--- config.mk ---
export PLATFORM = sky130hd
export DESIGN_NAME = order_matcher
export DESIGN_NICKNAME = d
export VERILOG_FILES = /design/src/rtl/order_matcher.sv
export SDC_FILE = /design/constraint.sdc
export NUM_CORES = 1
export LEC_CHECK = 0
export BUFFER_PORTS_ARGS = -buffer_cell sky130_fd_sc_hd__buf_4
export CAP_MARGIN = 40
export CORE_MARGIN = 2
export CORE_UTILIZATION = 45
export CTS_BUF_LIST = sky130_fd_sc_hd__clkbuf_4 sky130_fd_sc_hd__clkbuf_8 sky130_fd_sc_hd__clkbuf_16
export DETAILED_ROUTE_END_ITERATION = 10
export PLACE_DENSITY = 0.65
export SYNTH_ARGS = -nofsm -noshare
export SYNTH_HDL_FRONTEND = slang
export SYNTH_SLANG_ARGS = --single-unit
--- constraint.sdc ---
create_clock -name i_clk -period 13.9 [get_ports i_clk]
set_clock_uncertainty 0.05 [all_clocks]
set_input_delay 2.78 -clock i_clk [delete_from_list [all_inputs] [get_ports i_clk]]
set_output_delay 2.78 -clock i_clk [all_outputs]
set_load 0.1 [all_outputs]
--- src/rtl/order_matcher.sv ---
// Two-sided order book front end: buffers buy/sell orders in small FIFOs and
// matches the heads price-first, emitting registered trade/cancel pulses.
module order_matcher #(
    parameter int PRICE_W = 8,
    parameter int QTY_W   = 8,
    parameter int DEPTH   = 4
) (
    input  logic                       i_clk,
    input  logic                       i_reset,
    input  logic                       i_buy_valid,
    output logic                       o_buy_ready,
    input  logic [PRICE_W-1:0]         i_buy_price,
    input  logic [QTY_W-1:0]           i_buy_qty,
    input  logic                       i_sell_valid,
    output logic                       o_sell_ready,
    input  logic [PRICE_W-1:0]         i_sell_price,
    input  logic [QTY_W-1:0]           i_sell_qty,
    input  logic                       i_halt,
    output logic                       o_match_signal,
    output logic [PRICE_W-1:0]         o_match_price,
    output logic [QTY_W-1:0]           o_match_qty,
    output logic                       o_cancel_signal,
    output logic [$clog2(DEPTH):0]     o_buy_count,
    output logic [$clog2(DEPTH):0]     o_sell_count
);
    localparam int AW = $clog2(DEPTH);
    localparam int CW = AW + 1;

    typedef enum logic {StIdle, StCheck} state_e;

    state_e             r_state;
    state_e             w_state_next;

    logic [PRICE_W-1:0] r_buy_price  [DEPTH];
    logic [QTY_W-1:0]   r_buy_qty    [DEPTH];
    logic [PRICE_W-1:0] r_sell_price [DEPTH];
    logic [QTY_W-1:0]   r_sell_qty   [DEPTH];
    logic [AW-1:0]      r_buy_wptr, r_buy_rptr, r_sell_wptr, r_sell_rptr;
    logic [CW-1:0]      r_buy_count, r_sell_count;

    logic               r_match, r_cancel;
    logic [PRICE_W-1:0] r_match_price;
    logic [QTY_W-1:0]   r_match_qty;

    logic               w_buy_push, w_sell_push, w_buy_pop, w_sell_pop;
    logic               w_buy_nonempty, w_sell_nonempty, w_crossed;
    logic               w_do_match, w_do_cancel;
    logic [PRICE_W-1:0] w_buy_head_price, w_sell_head_price;
    logic [QTY_W-1:0]   w_buy_head_qty, w_sell_head_qty;
    logic [QTY_W-1:0]   w_trade_qty, w_buy_rem, w_sell_rem;

    assign o_buy_ready     = (r_buy_count != CW'(DEPTH));
    assign o_sell_ready    = (r_sell_count != CW'(DEPTH));
    // Zero-quantity orders complete the handshake but never occupy an entry.
    assign w_buy_push      = i_buy_valid && o_buy_ready && (i_buy_qty != '0);
    assign w_sell_push     = i_sell_valid && o_sell_ready && (i_sell_qty != '0);
    assign w_buy_nonempty  = (r_buy_count != '0);
    assign w_sell_nonempty = (r_sell_count != '0);

    assign w_buy_head_price  = r_buy_price[r_buy_rptr];
    assign w_buy_head_qty    = r_buy_qty[r_buy_rptr];
    assign w_sell_head_price = r_sell_price[r_sell_rptr];
    assign w_sell_head_qty   = r_sell_qty[r_sell_rptr];
    assign w_crossed         = (w_buy_head_price >= w_sell_head_price);
    assign w_trade_qty       = (w_buy_head_qty < w_sell_head_qty) ? w_buy_head_qty
                                                                  : w_sell_head_qty;
    assign w_buy_rem         = w_buy_head_qty - w_trade_qty;
    assign w_sell_rem        = w_sell_head_qty - w_trade_qty;

    always_ff @(posedge i_clk) begin
        if (i_reset) r_state <= StIdle;
        else         r_state <= w_state_next;
    end

    always_comb begin
        w_state_next = r_state;
        case (r_state)
            StIdle:  if (w_buy_nonempty && w_sell_nonempty && !i_halt) w_state_next = StCheck;
            StCheck: w_state_next = StIdle;
            default: w_state_next = StIdle;
        endcase
    end

    always_comb begin
        w_do_match  = 1'b0;
        w_do_cancel = 1'b0;
        if (r_state == StCheck && !i_halt && w_buy_nonempty && w_sell_nonempty) begin
            w_do_match  = w_crossed;
            w_do_cancel = !w_crossed;
        end
        w_buy_pop  = w_do_cancel || (w_do_match && (w_buy_rem == '0));
        w_sell_pop = w_do_match && (w_sell_rem == '0);
    end

    // Entry storage needs no reset; validity is tracked by pointers and counts.
    always_ff @(posedge i_clk) begin
        if (w_buy_push) begin
            r_buy_price[r_buy_wptr] <= i_buy_price;
            r_buy_qty[r_buy_wptr]   <= i_buy_qty;
        end
        if (w_do_match && !w_buy_pop) r_buy_qty[r_buy_rptr] <= w_buy_rem;
        if (w_sell_push) begin
            r_sell_price[r_sell_wptr] <= i_sell_price;
            r_sell_qty[r_sell_wptr]   <= i_sell_qty;
        end
        if (w_do_match && !w_sell_pop) r_sell_qty[r_sell_rptr] <= w_sell_rem;
    end

    always_ff @(posedge i_clk) begin
        if (i_reset) begin
            r_buy_wptr   <= '0;
            r_buy_rptr   <= '0;
            r_buy_count  <= '0;
            r_sell_wptr  <= '0;
            r_sell_rptr  <= '0;
            r_sell_count <= '0;
        end else begin
            if (w_buy_push)  r_buy_wptr  <= r_buy_wptr + 1'b1;
            if (w_buy_pop)   r_buy_rptr  <= r_buy_rptr + 1'b1;
            if (w_sell_push) r_sell_wptr <= r_sell_wptr + 1'b1;
            if (w_sell_pop)  r_sell_rptr <= r_sell_rptr + 1'b1;
            r_buy_count  <= r_buy_count + CW'(w_buy_push) - CW'(w_buy_pop);
            r_sell_count <= r_sell_count + CW'(w_sell_push) - CW'(w_sell_pop);
        end
    end

    always_ff @(posedge i_clk) begin
        if (i_reset) begin
            r_match       <= 1'b0;
            r_cancel      <= 1'b0;
            r_match_price <= '0;
            r_match_qty   <= '0;
        end else begin
            r_match  <= w_do_match;
            r_cancel <= w_do_cancel;
            if (w_do_match) begin
                r_match_price <= w_sell_head_price;
                r_match_qty   <= w_trade_qty;
            end
        end
    end

    assign o_match_signal  = r_match;
    assign o_cancel_signal = r_cancel;
    assign o_match_price   = r_match_price;
    assign o_match_qty     = r_match_qty;
    assign o_buy_count     = r_buy_count;
    assign o_sell_count    = r_sell_count;

endmodule

==> results of run 1 <==
## state kept, by name (all words and copies together) (netlist names), named ones only
name,flops
o_buy_count,3
o_match_price,8
r_sell_rptr,2
r_buy_wptr,2
r_buy_qty,32
r_sell_price,32
o_cancel_signal,1
r_state,1
o_match_signal,1
r_sell_qty,32
r_sell_wptr,2
r_buy_price,32
o_sell_count,3
o_match_qty,8
r_buy_rptr,2
## cells in the mapped netlist, types with 5 or more instances
library cell	instances
nand2_1	63
buf_6	5
inv_1	48
xnor2_1	8
nor4_1	8
nand3_1	7
mux4_2	32
nor2b_1	9
nor3_1	9
buf_2	6
nor3b_1	6
or4_1	5
mux2i_1	18
buf_1	6
a211oi_1	6
o21ai_0	16
mux2_2	16
clkbuf_1	15
mux2_1	8
a311oi_1	5
a22o_1	31
a21oi_1	25
edfxtp_1	128
o31ai_1	6
nor2_1	37
nand2b_1	11
and2_1	5
ha_1	41
dfxtp_1	37
## layer usage
layer  share of wire  vias up
met2            0.50      180
li1                -     2740
met4           0.026        0
met5               0        -
met1            0.43     2875
met3           0.046       34
## kinds of logic (layout without fill, tap and decap cells)
group	after synthesis	after routing	share of synthesized area
buffers and inverters	81	149	0.0399
flip-flops	165	165	0.518
AO/OA/AOI/OAI	136	136	0.131
AND/OR/NAND/NOR	175	175	0.0995
multiplexers	74	74	0.132
adder cells (fa/ha/maj)	44	44	0.0636
XOR/XNOR	14	14	0.0156
## final cells by class
| class | count | area, um2 | share of cell area |
|---|---|---|---|
| flip-flops and latches | 165 | 4580 | 0.453 |
| multi-input cells | 443 | 3910 | 0.387 |
| repair buffers | 69 | 518 | 0.0512 |
| clock buffers | 18 | 433 | 0.0428 |
| well taps | 265 | 332 | 0.0328 |
| inverters | 48 | 180 | 0.0178 |
| clock inverters | 14 | 150 | 0.0148 |
## worst paths after layout
check                           from                        end  slack, ns  cells past startpoint
setup / recovery            register  o_buy_count[2]$_SDFF_PP0_       6.39                     24
hold / removal    r_state$_SDFF_PP0_         r_state$_SDFF_PP0_       0.39                      1
setup reg to reg            register  o_buy_count[2]$_SDFF_PP0_       6.39                     24
hold reg to reg   r_state$_SDFF_PP0_         r_state$_SDFF_PP0_       0.39                      1
## metrics by stage
step                utilization  hold slack [ns]  setup slack, ns  std cells  total power [mW]
finish                    0.521            0.393             6.39       1022              1.59
global route              0.521            0.433             5.89       1022              1.67
global placement          0.491            0.381             6.84        990              1.12
floorplan                     -            0.370             6.98        689             0.994
detailed placement        0.491            0.390             6.48        990              1.13
CTS                       0.521            0.398             6.49       1022              1.60
## power by group through the flow
stage | registers, mW | clock network, mW | logic (mW)
after floorplan | 0.644 | 0 | 0.350
after global placement | 0.612 | 0 | 0.509
after detailed placement | 0.614 | 0 | 0.517
after CTS | 0.604 | 0.471 | 0.520
after global routing | 0.608 | 0.490 | 0.571
final | 0.603 | 0.465 | 0.523
## worst max-delay path, delay by kind of cell (launching register included)
| kind | cells | cell delay [ns] |
|---|---|---|
| AOI/OAI and AO/OA | 4 | 1.34 |
| xor gates and xnor gates | 2 | 0.30 |
| adders and majority gates | 5 | 1.47 |
| buffers and inverters | 5 | 0.54 |
| DFF | 1 | 0.87 |
| muxes | 1 | 0.49 |
| and+or+nand+nor | 7 | 2.32 |
==> flow_summary.toml, run 1 <==
[timing]
hold_viol = 0
fmax_mhz = 133
max_slew.worst_pin.slew_ns = 0.922
setup_viol = 0
fin_tns_setup_ns = 0
final.period_utilization = 0.540
maxSlewHeadroom = 0.380
slew_viol_final = 0
rsz0062_at_grt = "no"
period_needed_ns = 7.51

[synth]
yosysWarnings = 0
syn_inst = 689
synthTopCellsByArea = "edfxtp_1 (43%), dfxtp_1 (8.4%), mux4_2 (8.1%)"
syn-num-nets = 769
async_flop_share = 0
ys_types = 69
yosysTopAreaCellShare = 0.434
synth_edf_count = 128
avgSynthCellArea_um2 = 12.8
synth_ff_type = "edfxtp_1"
yosysTopAreaCell = "edfxtp_1"
syn_area_um2 = 8850
ys_ff_latch = 165
yosysSeqAreaShare = 0.518

[drt]
drt-initial-drc-count = 338
first_pass_iters = 4
vias = 5829
wl_um = 20700
vias_per_cell = 5.70
postRouteAntennaNets = 0
drcViolationCount = 0
post_drt_wl_per_cell_um = 20.3

[power]
powerDensity_nw_per_um2 = 157
p_clk_frac = 0.292
power_switching_mw = 0.577
leakage_nw = 3.83
p_int_mw = 1.02
irDropWorstVdd_v = 0.000178
p_seq_frac = 0.379
swShare = 0.362
p_comb_frac = 0.329

[clock_network]
ctsResizeCount = 0
clkSinkCount = 165
cts_max_level = 4
cts_root_buf = "clkbuf_16"
cts_tree = "done"
insertion_delay_ns = 0.42
cts_setup_buffers = 0
cts_hold_buffers = 0
cts_made_buffers = 17
cts_max_path_buffers = 2
clk_pin_slew_ns = 0.06

[final_layout]
final_common_cell = "edfxtp_1"
layout_common_cells = "edfxtp_1 (128), buf_4 (69), nand2_1 (63)"
nNetsFinal = 824
num-fill-cells = 1700
layout-drive-gt1-share = 0.222
final_area_um2 = 10100
syn2layout_area_growth_pct = 14.3
diodes = 0

[grt]
use_met2 = 0.355
grt_usage = 0.213
busiest_layer = "met2"
grt_pass1_vias = 6107
grt-ovfl-total = 0
grt_max_degree = 38
gr-usage-met3 = 0.0401
grt_use_met1 = 0.279
antenna_found_initial = 0
grt_pass1_wl_um = 33000

[placement]
port_buffers = 62
dp.final_hpwl_um = 15100
gp_congestion = 0.881
dpl_cell_area_um2 = 9530

[worst_setup_path]
start_kind = "register"
critPathRequiredTime_ns = 14.14
crit_arrival_ns = 7.75
cpPeakStageDelay_ns = 0.87
critPathCaptureType = "register"
cp_max_fo = 26
path_class = "reg2reg"
cp_cell_sequence = "mux4_2 -> ha_1 -> nand4_1 -> o21ai_1 -> nor2_1 -> buf_4 -> o21ai_0 -> ha_1 -> inv_1 -> nor3_1 -> o31ai_1 -> and3_1 -> nor4_1 -> or3_1 -> o41a_1 -> inv_1 -> ha_1 -> inv_1 -> ha_1 -> inv_1 -> fa_1 -> xor2_1 -> xnor2_1 -> nor2_1"
slowest_stage = "dfxtp_1"

[die]
die-area_um2 = 20800
core-area_um2 = 19400
fp.dieH_um = 144
num_io_pins = 63
die_width_um = 144
rows = 51
start_util = 0.456

[worst_hold_path]
hold_path_class = "reg2reg"

[outcome]
status = "finished, final reports clean"

[run]
cap_viol_max_count = 0
No activity file was read; power rests on OpenSTA's default activity.
==> run 2: changes to the inputs <==
--- a/config.mk
+++ b/config.mk
@@ -5,6 +5,7 @@
 export SDC_FILE = /design/constraint.sdc
 export NUM_CORES = 1
 export LEC_CHECK = 0
+export ABC_AREA = 1
 export BUFFER_PORTS_ARGS = -buffer_cell sky130_fd_sc_hd__buf_4
 export CAP_MARGIN = 40
 export CORE_MARGIN = 2
==> constraint.sdc (replaced) <==
create_clock -name i_clk -period 7.75 [get_ports i_clk]
set_clock_uncertainty 0.05 [all_clocks]
set_input_delay 1.55 -clock i_clk [delete_from_list [all_inputs] [get_ports i_clk]]
set_output_delay 1.55 -clock i_clk [all_outputs]
set_load 0.1 [all_outputs]
==> flow_summary.toml, run 2 <==
[die]
core-area_um2 = 19500
die_width_um = 145
num_io_pins = 63
fp.dieH_um = 145
rows = 51
die-area_um2 = 21100
start_util = 0.459

[power]
irDropWorstVdd_v = 0.000175
p_comb_frac = 0.250
power_switching_mw = 0.898
p_seq_frac = 0.409
p_int_mw = 1.67
leakage_nw = 4.45
powerDensity_nw_per_um2 = 251
p_clk_frac = 0.341
swShare = 0.350
power_mw = 2.56

[synth]
yosysTopAreaCell = "edfxtp_1"
syn_inst = 997
avgSynthCellArea_um2 = 8.99
async_flop_share = 0
synthTopCellsByArea = "edfxtp_1 (43%), nand2_1 (12%), dfxtp_1 (8.3%)"
synth_ff_type = "edfxtp_1"
yosysSeqAreaShare = 0.511
ys_types = 43
yosysTopAreaCellShare = 0.429
syn-num-nets = 1077
ys_ff_latch = 165
synthTopCellsByCount = "nand2_1 (282), edfxtp_1 (128), inv_1 (84), nor2_1 (71), nand4_1 (65)"
synth_edf_count = 128
synth_most_common_cell = "nand2_1"
yosysWarnings = 0
syn_area_um2 = 8970

[drt]
vias = 7111
drcViolationCount = 0
vias_per_cell = 5.41
postRouteAntennaNets = 0
first_pass_iters = 5
post_drt_wl_per_cell_um = 16.9
drt-initial-drc-count = 580
wl_um = 22300

[clock_network]
cts_max_level = 4
insertion_delay_ns = 0.44
cts_made_buffers = 17
cts_root_buf = "clkbuf_16"
cts_hold_buffers = 0
cts_setup_buffers = 0
ctsResizeCount = 0
clk_pin_slew_ns = 0.07
cts_max_path_buffers = 2
cts_tree = "done"
clkSinkCount = 165

[outcome]
status = "finished, final reports clean"

[final_layout]
utilization = 0.524
layout_common_cells = "nand2_1 (282), edfxtp_1 (128), inv_1 (84)"
nNetsFinal = 1117
diodes = 0
final_common_cell = "nand2_1"
layout-drive-gt1-share = 0.141
syn2layout_area_growth_pct = 14.0

[timing]
fmax_mhz = 160
slew_viol_final = 0
max_slew.worst_pin.slew_ns = 0.825
fin_tns_setup_ns = 0
worst_slack_ns = 1.48
final.period_utilization = 0.809
rsz0062_at_grt = "no"
setup_viol = 0
hold_viol = 0
maxSlewHeadroom = 0.448
period_needed_ns = 6.27

[worst_setup_path]
critPathRequiredTime_ns = 8.02
crit_arrival_ns = 6.54
cp_max_fo = 37
path_class = "reg2reg"
reg2reg_depth = 27
r2r_slack_ns = 1.48
timing.rr.end = "o_buy_count[2]$_SDFF_PP0_"
start_kind = "register"
critPathCaptureType = "register"
cp-endpoint = "o_buy_count[2]$_SDFF_PP0_"

[run]
cap_viol_max_count = 0

[placement]
dp.final_hpwl_um = 15600
port_buffers = 62
gp_congestion = 0.936
dpl_worst_slack_ns = 1.55

[grt]
grt-ovfl-total = 0
grt_pass1_wl_um = 35400
grt_usage = 0.212
antenna_found_initial = 0
grt_max_degree = 56
grt_pass1_vias = 6577

[worst_hold_path]
hold_path_class = "reg2reg"
## run 2: changes by cell type after synthesis, sizes merged, moves of 33 or more
cell   previous run  this run
nor2             38        76
o21ai            18        51
nand2            63       295
nand4             3        66
nand3             7        56
inv              48        90
## run 2: worst min path at each step
stage,endpoint,cells past startpoint,from
after floorplan,r_state$_SDFF_PP0_,1,r_state$_SDFF_PP0_
after global placement,r_state$_SDFF_PP0_,1,r_state$_SDFF_PP0_
after detailed placement,r_state$_SDFF_PP0_,1,r_state$_SDFF_PP0_
after CTS,r_state$_SDFF_PP0_,1,r_state$_SDFF_PP0_
after global routing,r_state$_SDFF_PP0_,1,r_state$_SDFF_PP0_
final,r_state$_SDFF_PP0_,1,r_state$_SDFF_PP0_
## run 2: power groups by stage
stage          clock network (mW)  logic (mW)  registers (mW)
2_1_floorplan                   0       0.428            1.11
3_3_place_gp                    0       0.629            1.07
3_5_place_dp                    0       0.637            1.07
4_1_cts                     0.880       0.640            1.05
5_1_grt                     0.920       0.714            1.05
6_report                    0.874       0.641            1.05
## run 2: cell type report
type	instances	area (um2)
Clock buffer	17	425
Clock inverter	15	181
Fill cell	1845	9300
Inverter	91	343
Multi-Input combinational cell	690	3800
Sequential cell	165	4580
Tap cell	265	332
Timing Repair Buffer	72	556
## run 2: per-stage QoR
| stage | hold WS (ns) | std cells | instance area [um2] |
|---|---|---|---|
| 2_1_floorplan | 0.351 | 997 | 8970 |
| 3_3_place_gp | 0.360 | 1281 | 9590 |
| 3_5_place_dp | 0.379 | 1283 | 9620 |
| 4_1_cts | 0.389 | 1315 | 10200 |
| 5_1_grt | 0.394 | 1315 | 10200 |
| 6_report | 0.389 | 1315 | 10200 |
## run 2: per-layer routing
layer | global-route usage | up-vias | part of all wire
met4 | 0.0721 | 0 | 0.021
met3 | 0.0396 | 32 | 0.062
met2 | 0.343 | 232 | 0.47
met5 | 0 | - | 0
met1 | 0.289 | 3312 | 0.45
li1 | - | 3535 | -
## run 2: worst max-delay path: stages, from the launching register on
cell and delay (ns):
dfxtp_1 0.43, inv_1 0.64, o21ai_0 0.19, o22ai_1 0.38
ha_1 0.34, nand2_1 0.10, nor2_1 0.06, a211oi_2 0.41
nand2_2 0.42, o21ai_0 0.49, ha_1 0.25, inv_1 0.06
ha_1 0.17, inv_1 0.05, nand2_1 0.09, xnor2_1 0.39
nor2_1 0.07, nand3_1 0.13, nor2_4 0.06, nand2_8 0.19
nand2_1 0.09, ha_1 0.28, inv_1 0.05, ha_1 0.12
inv_1 0.04, fa_1 0.37, o21ai_0 0.17, a21oi_1 0.06
## run 2: kinds of logic after synthesis
group | synth area share
AO/OA/AOI/OAI | 0.0992
XOR/XNOR | 0.00391
adder cells (fa/ha/maj) | 0.0617
buffers and inverters | 0.0646
flip-flops | 0.511
AND/OR/NAND/NOR | 0.259
==> run 3: changes to the inputs <==
==> constraint.sdc (replaced) <==
create_clock -name i_clk -period 6 [get_ports i_clk]
set_clock_uncertainty 0.05 [all_clocks]
set_input_delay 1.2 -clock i_clk [delete_from_list [all_inputs] [get_ports i_clk]]
set_output_delay 1.2 -clock i_clk [all_outputs]
set_load 0.1 [all_outputs]
==> flow_summary.toml, run 3 (synthesis results as in run 2) <==
[outcome]
status = "finished, final reports clean"

[timing]
max_slew.worst_pin.slew_ns = 0.879
setup_viol = 0
hold_ws_ns = 0.377
final.period_utilization = 0.898
maxSlewHeadroom = 0.410
rsz0062_at_grt = "no"
worst_slack_ns = 0.615
slew_viol_final = 0
fmax_mhz = 186
period_needed_ns = 5.39
fin_tns_setup_ns = 0
hold_viol = 0

[power]
leakage_nw = 4.50
p_int_mw = 2.12
power_mw = 3.28
irDropWorstVdd_v = 0.000219
p_comb_frac = 0.260
swShare = 0.353
power_switching_mw = 1.16
powerDensity_nw_per_um2 = 318
p_clk_frac = 0.327
p_seq_frac = 0.413

[die]
die-area_um2 = 21100
fp.dieH_um = 145
die_width_um = 145
start_util = 0.459
core-area_um2 = 19500
num_io_pins = 63
rows = 51

[worst_setup_path]
critPathRequiredTime_ns = 6.27
cpPeakStageDelay_ns = 0.37
timing.rr.end = "o_buy_count[2]$_SDFF_PP0_"
path_class = "reg2reg"
reg2reg_depth = 32
start_kind = "register"
slowest_stage = "fa_1"
critPathCaptureType = "register"
r2r_slack_ns = 0.61
crit_arrival_ns = 5.65
cp_max_fo = 37
crit_top_cell = "nand2_1"

[drt]
drcViolationCount = 0
vias_per_cell = 5.41
drt-initial-drc-count = 572
post_drt_wl_per_cell_um = 16.6
postRouteAntennaNets = 0
first_pass_iters = 5
vias = 7176
wl_um = 22100

[final_layout]
fin_cells = 1326
layout-drive-gt1-share = 0.155
diodes = 0
nNetsFinal = 1128
num-fill-cells = 1816
syn2layout_area_growth_pct = 15.1
final_common_cell = "nand2_1"
final_area_um2 = 10300
layout_common_cells = "nand2_1 (282), edfxtp_1 (128), inv_1 (82)"
utilization = 0.529

[worst_hold_path]
holdPathEnd = "r_state$_SDFF_PP0_"
hold_depth = 1
worstHoldStart = "r_state$_SDFF_PP0_"
hold_path_class = "reg2reg"

[grt]
antenna_found_initial = 0
grt-ovfl-total = 0
grt_max_degree = 38
grt_pass1_wl_um = 35900
grt_usage = 0.214
grt_pass1_vias = 6929

[clock_network]
cts_hold_buffers = 0
clk_pin_slew_ns = 0.07
cts_made_buffers = 17
insertion_delay_ns = 0.44
cts_max_path_buffers = 2
cts_max_level = 4
clkSinkCount = 165
cts_root_buf = "clkbuf_16"
cts_tree = "done"

[placement]
dp_cells = 1291
dpl_worst_slack_ns = 0.365
dpl_cell_area_um2 = 9680
gp_congestion = 0.915
port_buffers = 62
dp.final_hpwl_um = 15800

[run]
cap_viol_max_count = 0
## run 3: cell type report
cell class	instances	area, um2	share of cell area
clock buffers	17	425	0.0412
clock inverters	15	159	0.0154
flip-flops and latches	165	4580	0.444
multi-input cells	690	3830	0.371
repair inverters	1	7.51	0.000727
well taps	265	332	0.0321
repair buffers	82	631	0.0611
inverters	91	350	0.0339
## run 3: repair_timing
action,in CTS,in global routing
resized for setup,0,9
buffers inserted,0,2
endpoints found under the setup margin,0,4
## run 3: worst max path at each step
stage	start	to	slack, ns	cells after the start
finish	register	o_buy_count[2]$_SDFF_PP0_	0.61	32
global route	register	o_buy_count[2]$_SDFF_PP0_	0.06	32
CTS	register	o_buy_count[2]$_SDFF_PP0_	0.33	28
detailed placement	register	o_buy_count[2]$_SDFF_PP0_	0.37	28
global placement	register	o_buy_count[2]$_SDFF_PP0_	0.55	28
floorplan	register	o_buy_count[2]$_SDFF_PP0_	0.63	32
## run 3: power by group through the flow
stage	logic [mW]	clock network, mW	registers (mW)
global placement	0.820	0	1.38
global route	0.950	1.14	1.36
CTS	0.839	1.09	1.35
floorplan	0.553	0	1.44
detailed placement	0.835	0	1.38
finish	0.852	1.07	1.35
## run 3: metal layers
layer  global-route usage  vias to the layer above  routed length [um]
met3               0.0418                       29                1420
li1                     -                     3567                   -
met5                    0                        -                   0
met2                0.354                      253               10600
met4               0.0740                        0                 402
met1                0.282                     3327                9620
## run 3: worst max-delay path: cells and delay by family, from the launching register on
family	cells	cell delay, ns
AO/OA/AOI/OAI	3	0.52
adder cells (fa/ha/maj)	5	1.20
flip-flops	1	0.30
buffers and inverters	10	1.36
AND/OR/NAND/NOR	13	1.66
XOR/XNOR	1	0.15
